===== src/rtl/uart_rx_slave.sv =====
// uart_rx_slave: UART receiver (8N1, fixed divisor) with an 8-entry receive FIFO
// behind a polled slave-bus register interface.
//   0x0 DATA   (R)  {24'b0, FIFO head}; a read of a non-empty FIFO pops it
//   0x4 STATUS (R)  {28'b0, perr, ferr, ovr, not_empty}; a read clears perr/ferr/ovr
//   0x8 CTRL   (W)  bit0 = 1 flushes the FIFO
// Optional feature macro: UART_RX_PARITY_EN (8E1 frames, PARITY state, STATUS bit3 perr).
// Without the macro, frames are 8N1 and STATUS bit3 reads 0.
module uart_rx_slave #(
    parameter int unsigned CLKS_PER_BIT = 868,
    parameter int unsigned FIFO_DEPTH   = 8,
    parameter int unsigned ADDR_W       = 4
) (
    input  logic              clk,
    input  logic              rst,
    input  logic              uart_rx,
    input  logic              bus_req,
    input  logic              bus_wen,
    input  logic [2:0]        bus_mode,
    input  logic [ADDR_W-1:0] bus_addr,
    input  logic [31:0]       bus_dat_i,
    output logic [31:0]       bus_dat_o,
    output logic              bus_ready,
    output logic              rx_irq
);

    localparam int unsigned PTR_W  = (FIFO_DEPTH > 1) ? $clog2(FIFO_DEPTH) : 1;
    localparam int unsigned CNT_W  = $clog2(CLKS_PER_BIT);
    localparam int unsigned WORD_W = ADDR_W - 2;

    localparam logic [CNT_W-1:0]  HALF_LAST = CNT_W'(CLKS_PER_BIT / 2 - 1);
    localparam logic [CNT_W-1:0]  BIT_LAST  = CNT_W'(CLKS_PER_BIT - 1);
    localparam logic [PTR_W:0]    FIFO_FULL = (PTR_W + 1)'(FIFO_DEPTH);
    localparam logic [WORD_W-1:0] W_DATA    = WORD_W'(0);
    localparam logic [WORD_W-1:0] W_STATUS  = WORD_W'(1);
    localparam logic [WORD_W-1:0] W_CTRL    = WORD_W'(2);

    typedef enum logic [2:0] {
        S_IDLE,
        S_START,
        S_DATA,
`ifdef UART_RX_PARITY_EN
        S_PARITY,
`endif
        S_STOP
    } state_t;

    // ------------------------------------------------------------------
    // Registers
    // ------------------------------------------------------------------
    logic              sync1_q, rx_s_q, prev_q;
    state_t            state_q, state_d;
    logic [CNT_W-1:0]  cnt_q, cnt_d;
    logic [2:0]        bit_q, bit_d;
    logic [7:0]        shift_q, shift_d;
`ifdef UART_RX_PARITY_EN
    logic              par_q, par_d;
    logic              perr_q, perr_d;
`endif

    logic [7:0]        mem_q [FIFO_DEPTH];
    logic [PTR_W-1:0]  wptr_q, wptr_d;
    logic [PTR_W-1:0]  rptr_q, rptr_d;
    logic [PTR_W:0]    count_q, count_d;
    logic              ovr_q, ovr_d;
    logic              ferr_q, ferr_d;
    logic              ready_q;
    logic [31:0]       dat_q, dat_d;

    // FSM event strobes
    logic              push_req;
    logic              set_ferr;
    logic              set_perr;

    // Bus / FIFO control
    logic              accept;
    logic              rd_acc;
    logic              wr_acc;
    logic [WORD_W-1:0] word;
    logic              not_empty;
    logic              full;
    logic              pop;
    logic              push_ok;
    logic              set_ovr;
    logic              flush;
    logic              clr_flags;
    logic [31:0]       status_word;

    logic              unused_bus;
    assign unused_bus = ^{bus_mode, bus_dat_i[31:1], bus_addr[1:0]};

    // Two-flop synchroniser plus a history flop for falling-edge detection
    always_ff @(posedge clk) begin
        if (rst) begin
            sync1_q <= 1'b1;
            rx_s_q  <= 1'b1;
            prev_q  <= 1'b1;
        end else begin
            sync1_q <= uart_rx;
            rx_s_q  <= sync1_q;
            prev_q  <= rx_s_q;
        end
    end

    // Receive FSM state, bit timer and shift register
    always_ff @(posedge clk) begin
        if (rst) begin
            state_q <= S_IDLE;
            cnt_q   <= '0;
            bit_q   <= '0;
            shift_q <= '0;
`ifdef UART_RX_PARITY_EN
            par_q   <= 1'b0;
`endif
        end else begin
            state_q <= state_d;
            cnt_q   <= cnt_d;
            bit_q   <= bit_d;
            shift_q <= shift_d;
`ifdef UART_RX_PARITY_EN
            par_q   <= par_d;
`endif
        end
    end

    // Receive FSM next state: mid-bit sampling relative to the start edge
    always_comb begin
        state_d  = state_q;
        cnt_d    = cnt_q + CNT_W'(1);
        bit_d    = bit_q;
        shift_d  = shift_q;
        push_req = 1'b0;
        set_ferr = 1'b0;
        set_perr = 1'b0;
`ifdef UART_RX_PARITY_EN
        par_d    = par_q;
`endif
        case (state_q)
            S_IDLE: begin
                cnt_d = '0;
                if (prev_q && !rx_s_q) begin
                    bit_d   = '0;
                    state_d = S_START;
                end
            end
            S_START: begin
                if (cnt_q == HALF_LAST) begin
                    cnt_d   = '0;
                    state_d = rx_s_q ? S_IDLE : S_DATA;
                end
            end
            S_DATA: begin
                if (cnt_q == BIT_LAST) begin
                    cnt_d   = '0;
                    shift_d = {rx_s_q, shift_q[7:1]};
                    bit_d   = bit_q + 3'd1;
                    if (bit_q == 3'd7) begin
`ifdef UART_RX_PARITY_EN
                        state_d = S_PARITY;
`else
                        state_d = S_STOP;
`endif
                    end
                end
            end
`ifdef UART_RX_PARITY_EN
            S_PARITY: begin
                if (cnt_q == BIT_LAST) begin
                    cnt_d   = '0;
                    par_d   = rx_s_q;
                    state_d = S_STOP;
                end
            end
`endif
            S_STOP: begin
                // Leave mid stop bit so the next start edge is never missed
                if (cnt_q == BIT_LAST) begin
                    cnt_d   = '0;
                    state_d = S_IDLE;
                    if (!rx_s_q) begin
                        set_ferr = 1'b1;
`ifdef UART_RX_PARITY_EN
                    end else if ((^shift_q) != par_q) begin
                        set_perr = 1'b1;
`endif
                    end else begin
                        push_req = 1'b1;
                    end
                end
            end
            default: state_d = S_IDLE;
        endcase
    end

    // Bus decode, FIFO control and read-data selection
    always_comb begin
        accept    = bus_req && !ready_q;
        rd_acc    = accept && !bus_wen;
        wr_acc    = accept && bus_wen;
        word      = bus_addr[ADDR_W-1:2];
        not_empty = (count_q != '0);
        full      = (count_q == FIFO_FULL);

        pop       = rd_acc && (word == W_DATA) && not_empty;
        flush     = wr_acc && (word == W_CTRL) && bus_dat_i[0];
        clr_flags = rd_acc && (word == W_STATUS);

        // A pop in the same cycle frees the slot a full FIFO needs
        push_ok   = push_req && (!full || pop) && !flush;
        set_ovr   = push_req && full && !pop && !flush;

        status_word = {28'b0, 1'b0, ferr_q, ovr_q, not_empty};
`ifdef UART_RX_PARITY_EN
        status_word[3] = perr_q;
`endif

        dat_d = '0;
        if (rd_acc) begin
            if (word == W_DATA) begin
                if (not_empty) begin
                    dat_d = {24'b0, mem_q[rptr_q]};
                end
            end else if (word == W_STATUS) begin
                dat_d = status_word;
            end
        end

        wptr_d  = wptr_q;
        rptr_d  = rptr_q;
        count_d = count_q;
        if (flush) begin
            wptr_d  = '0;
            rptr_d  = '0;
            count_d = '0;
        end else begin
            if (push_ok) begin
                wptr_d = wptr_q + PTR_W'(1);
            end
            if (pop) begin
                rptr_d = rptr_q + PTR_W'(1);
            end
            case ({push_ok, pop})
                2'b10:   count_d = count_q + (PTR_W + 1)'(1);
                2'b01:   count_d = count_q - (PTR_W + 1)'(1);
                default: count_d = count_q;
            endcase
        end

        // Sticky flags: a new event in the clearing cycle wins
        ovr_d  = (ovr_q  && !clr_flags) || set_ovr;
        ferr_d = (ferr_q && !clr_flags) || set_ferr;
`ifdef UART_RX_PARITY_EN
        perr_d = (perr_q && !clr_flags) || set_perr;
`endif
    end

    // FIFO storage; contents need no reset since count gates every read
    always_ff @(posedge clk) begin
        if (push_ok) begin
            mem_q[wptr_q] <= shift_q;
        end
    end

    // FIFO pointers, sticky flags and bus response registers
    always_ff @(posedge clk) begin
        if (rst) begin
            wptr_q  <= '0;
            rptr_q  <= '0;
            count_q <= '0;
            ovr_q   <= 1'b0;
            ferr_q  <= 1'b0;
`ifdef UART_RX_PARITY_EN
            perr_q  <= 1'b0;
`endif
            ready_q <= 1'b0;
            dat_q   <= '0;
        end else begin
            wptr_q  <= wptr_d;
            rptr_q  <= rptr_d;
            count_q <= count_d;
            ovr_q   <= ovr_d;
            ferr_q  <= ferr_d;
`ifdef UART_RX_PARITY_EN
            perr_q  <= perr_d;
`endif
            ready_q <= accept;
            dat_q   <= dat_d;
        end
    end

    assign bus_ready = ready_q;
    assign bus_dat_o = dat_q;
    assign rx_irq    = (count_q != '0);

endmodule


===== config.mk =====
export PLATFORM = sky130hd
export DESIGN_NAME = uart_rx_slave
export DESIGN_NICKNAME = d
export VERILOG_FILES = /design/src/rtl/uart_rx_slave.sv
export SDC_FILE = /design/constraint.sdc
export NUM_CORES = 1
export LEC_CHECK = 0
export CAP_MARGIN = 20
export CORE_ASPECT_RATIO = 0.8
export CORE_MARGIN = 2
export CORE_UTILIZATION = 55
export DETAILED_ROUTE_END_ITERATION = 10
export DONT_BUFFER_PORTS = 1
export PLACE_DENSITY = 0.79
export SYNTH_ARGS = -nofsm -noshare
export SYNTH_HDL_FRONTEND = slang
export SYNTH_SLANG_ARGS = --single-unit

===== constraint.sdc =====
create_clock -name clk -period 2.5 [get_ports clk]
set_input_delay 0.125 -clock clk [delete_from_list [all_inputs] [get_ports clk]]
set_output_delay 0.125 -clock clk [all_outputs]
set_load 0.03 [all_outputs]

==> metrics, run 1 <==
status complete, no violations; number of flops mapped to enable cells by yosys 64; commonest cells in the netlist edfxtp_1 (64), dfxtp_1 (50), nor2_1 (41); post-synth top area share 40.10%; Avg Inst Size Synth 13.46 um^2; WS Path Type flip-flop to flip-flop; Worst R2R Path Depth 10; Slew HR a little under two fifths; IO Pins a little under 80; Worst-Margin Slew about 940 ps; Slew Viols, Final 0; core area 0.008483 mm^2; CTS H-tree depth 4; Most used DFF post-synth edfxtp_1; vias 2896; CTS tree done; PortBufs 0; Total GRT Usage 21.06%; Worst-path clk slew 60 ps; most common cell in the netlist edfxtp_1; Tmin final between 2000 and 2500 ps; Die Ht 87.49 um; die area ~0.0095 mm^2; WL met3 498 um; post-synth cell types 55; Final TNS setup 0 ps; leading area contributor after synthesis edfxtp_1; CP Launch Type flip-flop; Max Used Layer met4; Area Overhead vs Synth 19.16%; Post-Syn Area around 0.0048 mm^2; pin count of the biggest net entering global routing 24; RSZ-0062 raised after global routing true; Final GP Congestion 0.7879; Clock Latency Late Sink 510 ps; Hold Slack 36.71 ps; Seq cells post-synth 114; FMAX 405.5 MHz; FFs w/ async S/R, synth 0%; final routed DRC violation total 0; Hold Crit Class primary input to flip-flop; Filler Cell Count 581; GRT Residual Overflow 0; Routed wire per std cell between 15 and 20 um; cell area power density ~760 mW/mm^2; CTS buffer count 17; initial antenna violation count 0; global-route wire length before repair 14300 um; final setup fails 0; max cap viols 0; metal1 wirelength 3851 um; Clock Path Buffers 2; Pre-antenna DRT Iters 4; Fin. Hold Viols 0; Mapped Cells about 360; area of the multi-input gates 0.001762 mm^2; Horiz. Die Dim between 100 and 150 um; clk root buf clkbuf_8; vias in the first global route roughly 2900; CTS sink count 114; number of DRC markers in iteration 0 138; Worst IR Drop VDD approximately 480 uV; dominant cells by area after synthesis edfxtp_1 (40%), dfxtp_1 (21%), mux4_2 (8.0%); worst-path fanout max 4; FF/Latch Area roughly 0.003 mm^2; Synth warnings 0; Worst EP required 2950 ps; Worst Hold Depth 2; Worst Skew approximately 11 ps; post-DR vias/cell between 5 and 6; nets 450; setup ws final approximately 34 ps; # diodes 0; num rows 30; flop-to-flop setup slack between 30 and 40 ps; leakage power total roughly 2 nW; Total Power 4.341 mW; drt total wl ~9000 um; CP Capture Type flip-flop; dpl ws -3.532 ps; Final Cycle Share 98.66%; Antenna Nets Post-Route 0; DR WL met2 4518 um; Worst Path Arrival 2910 ps; Starting Density 56.49%; fraction of layout cells with a size suffix above 1 24.39%; post-synthesis sequential area ratio approximately 61%; dpl hpwl 5699 um
==> layer usage <==
layer | GRT usage (%) | vias to the layer above
li1 | - | 1362
met1 | 25.22 | 1425
met2 | 34.71 | 94
met3 | 5.984 | 15
met4 | 11.42 | 0
met5 | 0 | -
==> final cells by class <==
cell class | instances | share of cell area [%]
multi-input cells | 221 | 30.85
flip-flops and latches | 114 | 51.25
clock buffers | 17 | 7.252
clock inverters | 15 | 2.739
well taps | 112 | 2.454
inverters | 7 | 0.4601
repair buffers | 36 | 4.996
==> timing repair <==
action                                 in CTS  in global routing
buffers inserted                            2                  1
setup endpoints to repair                   1                  3
pin swaps                                   2                  2
hold buffers                                6                  0
gates cloned                                0                  0
endpoints found under the hold margin      41                  0
gates resized for setup                     0                  6
==> where the power goes <==
part | switching, mW | internal, mW
Clock | 0.856 | 1.42
Sequential | 0.00217 | 1.96
Combinational | 0.0764 | 0.0217
Total | 0.934 | 3.41
==> path summary, 6_finish.rpt <==
path | from | end
hold / removal | rst | wptr_q[1]
setup / recovery | bus_ready | count_q[2]
setup reg to reg | bus_ready | count_q[2]
hold reg to reg | sync1_q | rx_s_q
==> registers in the layout, indices dropped and copies added, names as in the netlist, 2 cells and up, named ones only <==
| signal | cells |
|---|---|
| count_q | 4 |
| rptr_q | 3 |
| mem_q | 64 |
| cnt_q | 10 |
| shift_q | 8 |
| wptr_q | 3 |
| state_q | 2 |
| bus_dat_o | 8 |
| bit_q | 3 |
==> critical path, stage by stage, from the launching register on <==
cell	delay (ps)
dfxtp_4	340
or4b_4	560
o211ai_4	220
nand3_4	120
ha_4	200
xor2_1	140
ha_2	190
a21oi_2	40
xor2_1	150
or3_1	300
a21oi_1	140
==> cell usage in the layout (no fill, tap or decap), types with 2 or more instances in the layout <==
cell type / count
ha_1: 6
conb_1: 24
clkbuf_16: 16
nor3_4: 2
or2_2: 3
and3_1: 2
nand3b_1: 4
nand2_1: 11
clkinv_1: 2
dlygate4sd3_1: 6
nor4_1: 3
ha_2: 2
nand4_1: 7
o21ai_0: 3
mux4_2: 17
clkinv_4: 3
nor2b_1: 3
edfxtp_1: 64
nor2_1: 41
xor2_1: 8
clkinvlp_4: 3
inv_6: 4
mux2i_1: 18
buf_4: 30
nand2b_1: 4
dfxtp_1: 49
bufinv_16: 2
nand3_1: 6
a21o_1: 2
a21oi_1: 11
inv_1: 7
a31o_2: 2
nor3b_1: 3
nor3_1: 4
xnor2_1: 5
==> metrics by stage <==
step / util [%] / cell area (um^2) / instances
3_3_place_gp: 59.32 / 5032 / 481
5_1_grt: 67.32 / 5710 / 522
4_1_cts: 66.93 / 5678 / 521
3_5_place_dp: 59.32 / 5032 / 481
2_1_floorplan: - / 4921 / 379
6_report: 67.32 / 5710 / 522
==> kinds of logic (layout without fill, tap and decap cells) <==
| group | Yosys count | after routing | share of synthesized area, % |
|---|---|---|---|
| AOI/OAI and AO/OA | 29 | 29 | 4.021 |
| xor gates and xnor gates | 13 | 13 | 2.376 |
| adders and majority gates | 9 | 9 | 2.350 |
| buffers and inverters | 44 | 75 | 5.379 |
| DFF | 114 | 114 | 60.99 |
| muxes | 36 | 36 | 11.98 |
| other | 1 | 24 | 0.07825 |
| and+or+nand+nor | 110 | 110 | 12.82 |
No activity file was read; power rests on OpenSTA's default activity.
==> run 2, diff against run 1 <==
CORE_UTILIZATION = 30   (was 55)
PLACE_DENSITY = 0.51   (was 0.79)
==> run 2 against run 1 <==
Against the previous run: global-route usage shrank 9.5 points; critical path type unchanged; clock-buffer cell count grew 7; design area grew 2.3%; fmax grew 0.95%; clock power shrank 7%; setup slack gained 23 ps; worst hold slack lost 0.66 ps.
==> metrics, run 2 (synthesized netlist as in run 1, its figures left out) <==
num rows 41; Worst IR Drop VDD 357.5 uV; IO Pins 78; Pre-antenna DRT Iters 5; # diodes 0; final routed DRC violation total 0; vias in the first global route ~2800; max cap viols 0; Routed wire per std cell 14.29 um; drt total wl 8946 um; setup ws final 56.92 ps; commonest non-fill, non-tap cell in the layout edfxtp_1; Final TNS setup 0 ps; CP Launch Type flip-flop; Largest register FFs 64; Worst-path clk slew around 50 ps; initial antenna violation count 0; Worst path max stage delay approximately 560 ps; CP max stage cell or4b_4; RSZ-0062 raised after global routing true; pin count of the biggest net entering global routing 22; FMAX about 410 MHz; Worst-Margin Slew around 900 ps; fraction of layout cells with a size suffix above 1 23.84%; CTS H-tree depth 4; CTS tree done; Net Switching 839.7 uW; Final Cycle Share between 90 and 100%; status complete, no violations; number of DRC markers in iteration 0 189; worst-path fanout max 5; CP Capture Type flip-flop; sequential share of power 46.9%; Tmin final 2443 ps; dpl ws 32.02 ps; Antenna Nets Post-Route 0; Starting Density 30.53%; Die Ht 117.0 um; Final Cell Area about 0.0058 mm^2; Slew Viols, Final 0; Clock Path Buffers 2; Fin. Hold Viols 0; Area after DPL 0.005189 mm^2; Filler Cell Count 1501; dpl hpwl 6009 um; CTS sink count 114; Clock Latency Late Sink 410 ps; global-route wire length before repair 14720 um; WS Path Type flip-flop to flip-flop; Total GRT Usage between 10% and 20%; crit path cell chain or4b_4, o211ai_4, nand3_4, ha_1, nor4bb_1, a21oi_1, a2111o_1, o21ai_0; die area ~0.017 mm^2; Slew HR 39.98%; vias 2775; leakage power total 2.000 nW; nets 451; Comb power frac about 2.3%; GRT Residual Overflow 0; P_int approximately 3.4 mW; cell area power density 718.7 mW/mm^2; Hold Crit Class primary input to flip-flop; Horiz. Die Dim 145.3 um; Most flops, register mem_q; most frequent cells in the layout edfxtp_1 (64), dfxtp_1 (48), nor2_1 (41); CTS buffer count 17; Worst Skew 7.246 ps; Final GP Congestion 0.7337; core area 0.01570 mm^2; clk root buf clkbuf_16; Hold Slack 36.05 ps; PortBufs 0; Worst EP required 2830 ps; Area Overhead vs Synth 21.88%; clock share of power approximately half; Switching Share 20.01%; biggest regs mem_q x64, cnt_q x10; Worst Path Arrival 2780 ps; post-DR vias/cell 4.433; final setup fails 0
==> run 2: cell type report <==
class	instances	area [um^2]	share of cell area, %
clock inverter	8	61.31	1.050
tap	215	269.0	4.606
inverter	7	26.28	0.4499
sequential	114	2928	50.13
clock buffer	24	461.7	7.905
timing repair buffer	37	302.8	5.184
multi-input combinational	221	1792	30.68
==> run 2: path summary, 6_finish.rpt <==
check / start / to / slack, ps / cells after the start
min reg2reg: sync1_q / rx_s_q / 410 / 1
max reg2reg: bus_ready / count_q[3] / 60 / 8
max: bus_ready / count_q[3] / 60 / 8
min: rst / bus_dat_o[1] / 40 / 3
==> run 2: metal layers <==
layer  up-vias  GRT usage [%]  part of all wire (%)
li1       1361              -                     -
met1      1357          14.28                    47
met2        47          19.21                    48
met3        10          3.682                   3.2
met4         0          4.902                   1.5
met5         -              0                     0
==> run 2: repair_timing <==
action | 4_1_cts | 5_1_grt
gates resized for setup | 0 | 9
setup endpoints to repair | 0 | 2
hold buffers | 5 | 0
buffers inserted | 0 | 3
endpoints found under the hold margin | 26 | 0
==> run 2: power groups by stage <==
stage / sequential [mW] / clock, mW / combinational, mW
floorplan: 2.01 / 0 / 0.104
detailed placement: 2.01 / 0 / 0.0829
CTS: 1.97 / 2.18 / 0.0963
finish: 1.97 / 2.13 / 0.0972
global placement: 2.00 / 0 / 0.0826
global route: 1.97 / 2.26 / 0.105
==> run 2: through the flow <==
stage               util [%]  std cells  power, mW
finish                 37.21        626      4.197
global route           37.21        626      4.335
CTS                    36.70        623      4.244
detailed placement     33.05        586      2.088
global placement       33.05        586      2.088
floorplan                  -        379      2.112
==> run 2: critical path: cells and delay by family (launching register included) <==
family | cells | cell delay (ps)
simple gates | 3 | 980
fa+ha+maj | 1 | 250
compound gates | 4 | 810
flops | 1 | 330
